**src/rtl/mem_port_arbiter_if.sv**
```systemverilog
// Shared-memory port bundle: CPU requester, debug/loader requester,
// and the single InstAndDataMemory port behind the arbiter.
//
// Signals
//   cpu_req/cpu_we/cpu_addr/cpu_wdata  CPU request, held until cpu_ack
//   cpu_rdata/cpu_ack/cpu_stall        CPU read data, done pulse, stall
//   dbg_req/dbg_we/dbg_addr/dbg_wdata  debug request, held until dbg_ack
//   dbg_rdata/dbg_ack                  debug read data, done pulse
//   mem_addr/mem_wdata/mem_read/
//   mem_write/mem_rdata                memory port (rdata same-cycle)
//
// Modports
//   slave  : the arbiter
//   master : the surrounding requesters and memory
interface mem_port_arbiter_if;
    logic        cpu_req;
    logic        cpu_we;
    logic [31:0] cpu_addr;
    logic [31:0] cpu_wdata;
    logic [31:0] cpu_rdata;
    logic        cpu_ack;
    logic        cpu_stall;

    logic        dbg_req;
    logic        dbg_we;
    logic [31:0] dbg_addr;
    logic [31:0] dbg_wdata;
    logic [31:0] dbg_rdata;
    logic        dbg_ack;

    logic [31:0] mem_addr;
    logic [31:0] mem_wdata;
    logic        mem_read;
    logic        mem_write;
    logic [31:0] mem_rdata;

    modport slave (
        input  cpu_req, cpu_we, cpu_addr, cpu_wdata,
        output cpu_rdata, cpu_ack, cpu_stall,
        input  dbg_req, dbg_we, dbg_addr, dbg_wdata,
        output dbg_rdata, dbg_ack,
        output mem_addr, mem_wdata, mem_read, mem_write,
        input  mem_rdata
    );

    modport master (
        output cpu_req, cpu_we, cpu_addr, cpu_wdata,
        input  cpu_rdata, cpu_ack, cpu_stall,
        output dbg_req, dbg_we, dbg_addr, dbg_wdata,
        input  dbg_rdata, dbg_ack,
        input  mem_addr, mem_wdata, mem_read, mem_write,
        output mem_rdata
    );
endinterface

```
**src/rtl/mem_port_arbiter.sv**
```systemverilog
// Round-robin arbiter sharing one memory port between the CPU and a
// debug/loader requester.  IDLE -> BUSY (ACCESS_CYCLES) -> DONE.
//
// Ports
//   clk   : system clock, all state on rising edge
//   reset : synchronous, active-high
//   bus   : mem_port_arbiter_if.slave (requesters + memory port)
//
// Parameter
//   ACCESS_CYCLES : BUSY cycles per access, 1..4
module mem_port_arbiter #(
    parameter int ACCESS_CYCLES = 1
) (
    input  logic              clk,
    input  logic              reset,
    mem_port_arbiter_if.slave bus
);
    typedef enum logic [1:0] {
        IDLE = 2'd0,
        BUSY = 2'd1,
        DONE = 2'd2
    } state_t;

    localparam logic [1:0] CNT_INIT = 2'(ACCESS_CYCLES - 1);

    state_t      state;
    state_t      state_nxt;
    logic [1:0]  cnt;
    logic [1:0]  cnt_nxt;

    logic        last_cpu;
    logic        gnt_dbg;
    logic        lat_we;
    logic [31:0] lat_addr;
    logic [31:0] lat_wdata;
    logic [31:0] cpu_rdata_q;
    logic [31:0] dbg_rdata_q;

    logic        pick_dbg;
    logic        grab;
    logic        capture;
    logic        mem_read_c;
    logic        mem_write_c;
    logic        cpu_ack_c;
    logic        dbg_ack_c;

    // Debug wins when alone, or when contested and CPU went last.
    // last_cpu resets low so the first contested grant goes to CPU.
    always_comb begin
        pick_dbg = bus.dbg_req & (~bus.cpu_req | last_cpu);
    end

    always_ff @(posedge clk) begin
        if (reset) begin
            state <= IDLE;
            cnt   <= '0;
        end else begin
            state <= state_nxt;
            cnt   <= cnt_nxt;
        end
    end

    always_comb begin
        state_nxt   = state;
        cnt_nxt     = cnt;
        grab        = 1'b0;
        capture     = 1'b0;
        mem_read_c  = 1'b0;
        mem_write_c = 1'b0;
        cpu_ack_c   = 1'b0;
        dbg_ack_c   = 1'b0;
        unique case (state)
            IDLE: begin
                if (bus.cpu_req | bus.dbg_req) begin
                    grab      = 1'b1;
                    cnt_nxt   = CNT_INIT;
                    state_nxt = BUSY;
                end
            end
            BUSY: begin
                mem_read_c  = ~lat_we;
                // counter still at its load value only in BUSY cycle one
                mem_write_c = lat_we & (cnt == CNT_INIT);
                if (cnt == 2'd0) begin
                    capture   = ~lat_we;
                    state_nxt = DONE;
                end else begin
                    cnt_nxt = cnt - 2'd1;
                end
            end
            DONE: begin
                cpu_ack_c = ~gnt_dbg;
                dbg_ack_c = gnt_dbg;
                state_nxt = IDLE;
            end
            default: begin
                state_nxt = IDLE;
            end
        endcase
    end

    always_ff @(posedge clk) begin
        if (reset) begin
            last_cpu    <= 1'b0;
            gnt_dbg     <= 1'b0;
            lat_we      <= 1'b0;
            lat_addr    <= '0;
            lat_wdata   <= '0;
            cpu_rdata_q <= '0;
            dbg_rdata_q <= '0;
        end else begin
            if (grab) begin
                gnt_dbg  <= pick_dbg;
                last_cpu <= ~pick_dbg;
                unique case (1'b1)
                    pick_dbg: begin
                        lat_we    <= bus.dbg_we;
                        lat_addr  <= bus.dbg_addr;
                        lat_wdata <= bus.dbg_wdata;
                    end
                    default: begin
                        lat_we    <= bus.cpu_we;
                        lat_addr  <= bus.cpu_addr;
                        lat_wdata <= bus.cpu_wdata;
                    end
                endcase
            end
            if (capture) begin
                if (gnt_dbg) begin
                    dbg_rdata_q <= bus.mem_rdata;
                end else begin
                    cpu_rdata_q <= bus.mem_rdata;
                end
            end
        end
    end

    assign bus.mem_addr  = lat_addr;
    assign bus.mem_wdata = lat_wdata;
    assign bus.mem_read  = mem_read_c;
    assign bus.mem_write = mem_write_c;
    assign bus.cpu_ack   = cpu_ack_c;
    assign bus.dbg_ack   = dbg_ack_c;
    assign bus.cpu_rdata = cpu_rdata_q;
    assign bus.dbg_rdata = dbg_rdata_q;
    assign bus.cpu_stall = bus.cpu_req & ~cpu_ack_c;
endmodule

```
**src/flat_wrapper.sv**
```systemverilog
// flat-port wrapper written by rule: the top's interface ports become plain ports
module mem_port_arbiter_flat 
#(
    parameter int ACCESS_CYCLES = 1
)
  (clk, reset, bus_cpu_req, bus_cpu_we, bus_cpu_addr, bus_cpu_wdata, bus_cpu_rdata, bus_cpu_ack, bus_cpu_stall, bus_dbg_req, bus_dbg_we, bus_dbg_addr, bus_dbg_wdata, bus_dbg_rdata, bus_dbg_ack, bus_mem_addr, bus_mem_wdata, bus_mem_read, bus_mem_write, bus_mem_rdata);
  mem_port_arbiter_if bus_i ();
  input  logic clk;
  input  logic reset;
  input wire logic [$bits(bus_i.cpu_req)-1:0] bus_cpu_req;
  input wire logic [$bits(bus_i.cpu_we)-1:0] bus_cpu_we;
  input wire logic [$bits(bus_i.cpu_addr)-1:0] bus_cpu_addr;
  input wire logic [$bits(bus_i.cpu_wdata)-1:0] bus_cpu_wdata;
  output wire logic [$bits(bus_i.cpu_rdata)-1:0] bus_cpu_rdata;
  output wire logic [$bits(bus_i.cpu_ack)-1:0] bus_cpu_ack;
  output wire logic [$bits(bus_i.cpu_stall)-1:0] bus_cpu_stall;
  input wire logic [$bits(bus_i.dbg_req)-1:0] bus_dbg_req;
  input wire logic [$bits(bus_i.dbg_we)-1:0] bus_dbg_we;
  input wire logic [$bits(bus_i.dbg_addr)-1:0] bus_dbg_addr;
  input wire logic [$bits(bus_i.dbg_wdata)-1:0] bus_dbg_wdata;
  output wire logic [$bits(bus_i.dbg_rdata)-1:0] bus_dbg_rdata;
  output wire logic [$bits(bus_i.dbg_ack)-1:0] bus_dbg_ack;
  output wire logic [$bits(bus_i.mem_addr)-1:0] bus_mem_addr;
  output wire logic [$bits(bus_i.mem_wdata)-1:0] bus_mem_wdata;
  output wire logic [$bits(bus_i.mem_read)-1:0] bus_mem_read;
  output wire logic [$bits(bus_i.mem_write)-1:0] bus_mem_write;
  input wire logic [$bits(bus_i.mem_rdata)-1:0] bus_mem_rdata;
  assign bus_i.cpu_req = bus_cpu_req;
  assign bus_i.cpu_we = bus_cpu_we;
  assign bus_i.cpu_addr = bus_cpu_addr;
  assign bus_i.cpu_wdata = bus_cpu_wdata;
  assign bus_cpu_rdata = bus_i.cpu_rdata;
  assign bus_cpu_ack = bus_i.cpu_ack;
  assign bus_cpu_stall = bus_i.cpu_stall;
  assign bus_i.dbg_req = bus_dbg_req;
  assign bus_i.dbg_we = bus_dbg_we;
  assign bus_i.dbg_addr = bus_dbg_addr;
  assign bus_i.dbg_wdata = bus_dbg_wdata;
  assign bus_dbg_rdata = bus_i.dbg_rdata;
  assign bus_dbg_ack = bus_i.dbg_ack;
  assign bus_mem_addr = bus_i.mem_addr;
  assign bus_mem_wdata = bus_i.mem_wdata;
  assign bus_mem_read = bus_i.mem_read;
  assign bus_mem_write = bus_i.mem_write;
  assign bus_i.mem_rdata = bus_mem_rdata;
  mem_port_arbiter #(.ACCESS_CYCLES(ACCESS_CYCLES)) u_core (.clk(clk), .reset(reset), .bus(bus_i));
endmodule
```
**config.mk**
```make
export PLATFORM = sky130hd
export DESIGN_NAME = mem_port_arbiter_flat
export DESIGN_NICKNAME = d
export VERILOG_FILES = /design/src/rtl/mem_port_arbiter_if.sv /design/src/rtl/mem_port_arbiter.sv /design/src/flat_wrapper.sv
export SDC_FILE = /design/constraint.sdc
export NUM_CORES = 1
export LEC_CHECK = 0
export ABC_CLOCK_PERIOD_IN_PS = 1760
export CAP_MARGIN = 20
export CORE_MARGIN = 2
export CORE_UTILIZATION = 40
export CTS_CLUSTER_SIZE = 8
export DETAILED_ROUTE_END_ITERATION = 6
export PLACE_DENSITY = 0.92
export SLEW_MARGIN = 15
export SYNTH_ARGS = -nofsm -noshare
export SYNTH_HDL_FRONTEND = slang
export SYNTH_SLANG_ARGS = --single-unit
```
**constraint.sdc**
```tcl
create_clock -name clk -period 1.76 [get_ports clk]
set_clock_uncertainty 0.05 [all_clocks]
set_input_delay 0.352 -clock clk [delete_from_list [all_inputs] [get_ports clk]]
set_output_delay 0.352 -clock clk [all_outputs]
set_load 0.005 [all_outputs]
```
# Word-level counts from Yosys, hierarchy flattened
# Cells that the tools add are included.
# Widths: inputs -> output; s select.
# totals
romBits,0
ff_bits,135
word_cells,49
mem_bits_rw,0
n_memories,0
latch_bits,0
# op_classes
n_eq_ne,5
bitwise_logic,10
addsub,1
reduce_logical,7
mul,0
n_div,0
order_cmp,0
n_shift,0
mux,17
# ops
cell,count
$mux 32,2
$mux 1,9
$mux 2,4
$pmux 2 s2,2
$reduce_and 2->1,3
$not 1->1,5
$logic_not 2->1,2
$ne 2x1->1 const B,2
$and 1x1->1,3
$reduce_and 3->1,1
$eq 2x1->1 const B,1
$eq 2x2->1 const B,1
$ne 2x2->1 const B,1
$or 1x1->1,2
$reduce_bool 2->1,1
$sub 2x1->2 const B,1

# Longest topological paths before layout
# Gate-level depths: netlist of run 1.
# logic_depth
word_depth,4
ltp_mapped,7

# Worst setup path after synthesis of run 1
# OpenSTA, ideal clock, no wires.
# synth_path
path_kind,flip-flop to flip-flop
from,reg u_core.cnt[0]
to,reg u_core.dbg_rdata_q[10] (netlist: u_core.bus.dbg_rdata[10])
stages_incl_launch_ff,8
slack_ps,329
required_ps,1578
arrival_time_ps,1248
cell_sequence,dfxtp_1 > inv_1 > ha_1 > and4bb_2 > buf_4 > buf_4 > nand3_1 > a21oi_1
# synth_between
elab_chain_cells,4
# synth_rtl
element,line,source
start: declaration,mem_port_arbiter.sv:28,logic [1:0] cnt;
start signal: assignment,mem_port_arbiter.sv:59,cnt <= cnt_nxt;
$logic_not 2->1,mem_port_arbiter.sv:84,if (cnt == 2'd0) begin
$mux 1,mem_port_arbiter.sv:84,
$mux 1,mem_port_arbiter.sv:72,unique case (state)
$reduce_and 2->1 (no source line),n/a,
end signal: assignment,mem_port_arbiter.sv:130,dbg_rdata_q <= bus.mem_rdata;
end: declaration,mem_port_arbiter.sv:37,logic [31:0] dbg_rdata_q;
# No other way between the ends.
# A chain may end at the register's enable or synchronous reset.

# Worst setup path in the final report of run 1
# layout_path
from,reg u_core.lat_addr[16] (netlist: u_core.bus.mem_addr[16])
to,out bus_mem_addr[16]
# layout_rtl
element,line,source
start: declaration,mem_port_arbiter.sv:34,logic [31:0] lat_addr;
start signal: assignment,mem_port_arbiter.sv:118,lat_addr <= bus.dbg_addr;
start signal: assignment,mem_port_arbiter.sv:123,lat_addr <= bus.cpu_addr;
end: declaration,flat_wrapper.sv:23,output wire logic [$bits(bus_i.mem_addr)-1:0] bus_mem_addr;
# No word-level cell between the ends.

==> results.md, run 1 <==
* Status: finished, final reports clean
* Via count at roughly 6,800
* Chip Height at about 120 microns
* Final hold slack at 0.2730 ns
* Fill count at 1,118
* Hold Fails Final Rpt at 0
* Core area at 0.01442 sq mm
* Synth area leader: dfxtp_1
* P_leak at 3.224 nW
* Crit path DAT at 1.32 ns
* Crit share post-route at 97.61%
* Largest net degree at the start of global routing at 112
* IO buf count at 298
* Critical Path Max Stage Delay at 0.56 ns
* Clk_lat worst skew at 0.42 ns
* GRT Overall Usage at 25.39%
* Hold Crit Endpoint: u_core.bus.cpu_rdata[3]
* Family with the most delay on the worst path: buffers and inverters
* List of most frequent post-synthesis cells: 135 x dfxtp_1, 130 x nand3_1, 114 x o21ai_0
* # placed instances at 1,130
* Pre-antenna DRT Iters at 6
* Initial Utilization at 40.54%
* Final critical-path required period at ~1.7 ns
* Worst path bufs/invs at 1
* TritonCTS clock tree: done
* Min-delay worst type: in -> reg
* Highest Clock Rate at between 0.5 and 0.6 GHz
* Number of synthesized flops with an enable pin at 0
* Reg-to-reg slack, setup at 0.16 ns
* Vias in the first global route at 6,504
* Post-synthesis cell count at 715
* Total die area at 0.01560 sq mm
* RR Endpoint: u_core.bus.dbg_rdata[12]
* Synth Register Bits at 135
* Cell with the most instances after synthesis: dfxtp_1
* CTS Root Cell: clkbuf_16
* Number of remaining DRC errors at 0
* Seq/Total Area, Yosys at 46.21%
* Drt total wl at slightly above 20 mm
* Max IR drop VDD at 615.9 uV
* CP Cell Sequence: clkdlybuf4s50_1
* Startpoint class of the critical path: register
* TNS Setup at 0 ns
* Syn Nets at about 880
* First-pass GRT wire length at about 33 mm
* GPL Wtd Cong at 0.8060
* Worst Setup Path Type: reg -> out
* NumNets Final at between 1,000 and 1,500
* Antenna diodes at 0
* H-tree depth at 4
* Critical Path RT at between 1 and 1.5 ns
* Cell at the slowest stage of the critical path: clkdlybuf4s50_1
* Total of max-cap violations at 0
* Worst reg2reg path startpoint: u_core.cnt[1]
* Non-Filler Instances at around 1,200
* CP endpoint kind: primary output
* RSZ-0062 raised after global routing: no
* Fraction of layout cells with a size suffix above 1 at 8.282%
* Yosys warns at 0
* Drt wl/cell at between 15 and 20 microns
* I/O pins at 299
* Synth Flop Type: dfxtp_1
* Mapped Area at 0.005848 sq mm
* Final setup viols at 0
* Die X at 124.9 microns
* DP HPWL at 13.51 mm
* Clk buf depth at 2
* Num CTS Buffers at 17
* Path depth of the worst reg2reg path at 6
* DRT antenna net count at 0
* Max_slew headroom at 60.30%
* Top cells by area, synth: dfxtp_1 46%, nand3_1 11%, o21ai_0 9.8%, a31oi_1 7.0%, nand4_1 7.0%
* Initial drt markers at 604
* Area growth, synth to finish at 63.61%
* Hold_sp: reset
* Syn_area_per_cell at a little over 8 sq um
* Worst Hold Path Cells at 2
* Routed vias/inst at 5.823
* CTS clock-pin slew for the worst setup and hold paths at ~0.060 ns
* Post-synth cell types at 29
* Clock sinks at ~140
* Power density cells at 948.6 mW/mm^2
* Pins Over Slew Limit at 0
* FFs w/ async S/R, synth at 0%
* # rows at 44
* CP Max Fanout at 2
* Share of the synthesized area in the top cell type at a little under half
* Initial antenna violation count at 0
* Overflow left after global routing at 0
* Worst slew pin tran at 0.5954 ns
[layout make-up]
type                       instances  area [sq um]  share of cell area [%]
clock inverter                     9         161.4                   1.687
timing repair buffer             326          3283                   34.31
tap                              184         230.2                   2.406
inverter                           3         11.26                  0.1177
multi-input combinational        482          2686                   28.08
clock buffer                      23         488.0                   5.100
sequential                       135          2708                   28.30
[sequential cells by signal (all words and copies together), names as in the netlist]
register,flops
u_core.cnt,2
u_core.last_cpu,1
u_core.lat_we,1
u_core.bus.cpu_rdata,32
u_core.state,2
u_core.bus.mem_addr,32
u_core.gnt_dbg,1
u_core.bus.mem_wdata,32
u_core.bus.dbg_rdata,32
[cell families (layout without fill, tap and decap cells)]
kind of cell / Yosys count / count (layout) / share of synthesized area, %
AOI/OAI and AO/OA: 269 / 269 / 24.78
DFF: 135 / 135 / 46.21
adders and majority gates: 1 / 1 / 0.2139
buffers and inverters: 98 / 361 / 8.408
and+or+nand+nor: 212 / 212 / 20.39
[metrics by stage]
stage | worst slack [ns] | total power [W] | util (%) | instance area [sq um]
floorplan | 0.3293 | 0.004233 | - | 5848
global placement | -0.1791 | 0.005217 | 61.79 | 8912
detailed placement | -0.2578 | 0.005249 | 61.79 | 8912
CTS | 0.02207 | 0.009126 | 66.32 | 9565
global route | 0.004191 | 0.009459 | 66.33 | 9568
finish | 0.04203 | 0.009076 | 66.33 | 9568
[layout by cell type (no fill, tap or decap), types with 2 or more instances in the layout]
cell type,Yosys,final
clkdlybuf4s50_1,0,290
dfxtp_1,135,131
nand3_1,130,130
o21ai_0,114,114
a21oi_1,69,69
nand4_1,65,65
a31oi_1,65,65
buf_4,14,20
o21ai_1,18,18
clkbuf_16,0,17
buf_12,0,9
clkbuf_8,0,4
bufinv_16,0,4
buf_2,15,4
dfxtp_2,0,4
inv_2,1,2
nor3b_1,3,2
nand2b_1,3,2
nor2_4,2,2
o211ai_2,2,2
inv_6,0,2
clkbuf_1,43,2
clkinvlp_4,0,2
dlygate4sd2_1,0,2
[layer usage]
layer  global-route usage (%)  vias up  share of wire [%]
li1                         -     3189                  -
met1                    29.60     3172                 38
met2                    43.36      362                 50
met3                    8.505       43                9.9
met4                    9.673        0                2.8
met5                        0        -                  0
[timing repair]
item | CTS | global route
hold buffers | 0 | 0
buffers inserted | 0 | 0
gates resized for setup | 21 | 1
gates cloned | 0 | 0
setup endpoints to repair | 6 | 1
[power by group]
| group | switching (W) | total (W) | internal, W | leakage (nW) |
|---|---|---|---|---|
| registers | 0.000107 | 0.00338 | 0.00327 | 1.11 |
| clock network | 0.00135 | 0.00388 | 0.00254 | 0.311 |
| logic | 0.000860 | 0.00182 | 0.000958 | 1.81 |
[worst reg2reg max path, stage by stage, from the launching register on]
cell and delay, ns:
dfxtp_2 0.32, inv_1 0.09, ha_4 0.16, and4bb_2 0.40, buf_12 0.21, nand3_1 0.13, a21oi_1 0.18
[how the worst max path moves through the flow]
stage / start / endpoint / slack (ns) / cells after the start
after global routing: u_core.cnt[1] / bus_mem_write / 0.004 / 4
after global placement: bus_cpu_req / bus_cpu_stall / -0.18 / 3
after CTS: u_core.bus.mem_wdata[10] / bus_mem_wdata[10] / 0.02 / 1
after detailed placement: bus_cpu_req / u_core.bus.mem_wdata[13] / -0.26 / 6
after floorplan: u_core.cnt[0] / u_core.bus.dbg_rdata[10] / 0.33 / 7
final: u_core.bus.mem_addr[16] / bus_mem_addr[16] / 0.04 / 1
(Power assumes the default switching activity.)
==> run 2, diff against run 1 <==
--- a/config.mk
+++ b/config.mk
@@ -5,6 +5,7 @@
 export SDC_FILE = /design/constraint.sdc
 export NUM_CORES = 1
 export LEC_CHECK = 0
+export ABC_AREA = 0
 export ABC_CLOCK_PERIOD_IN_PS = 1760
 export CAP_MARGIN = 20
 export CORE_MARGIN = 2
==> results of run 2 <==
Same layout as run 1: the final DEF is identical, and so are final timing and power.
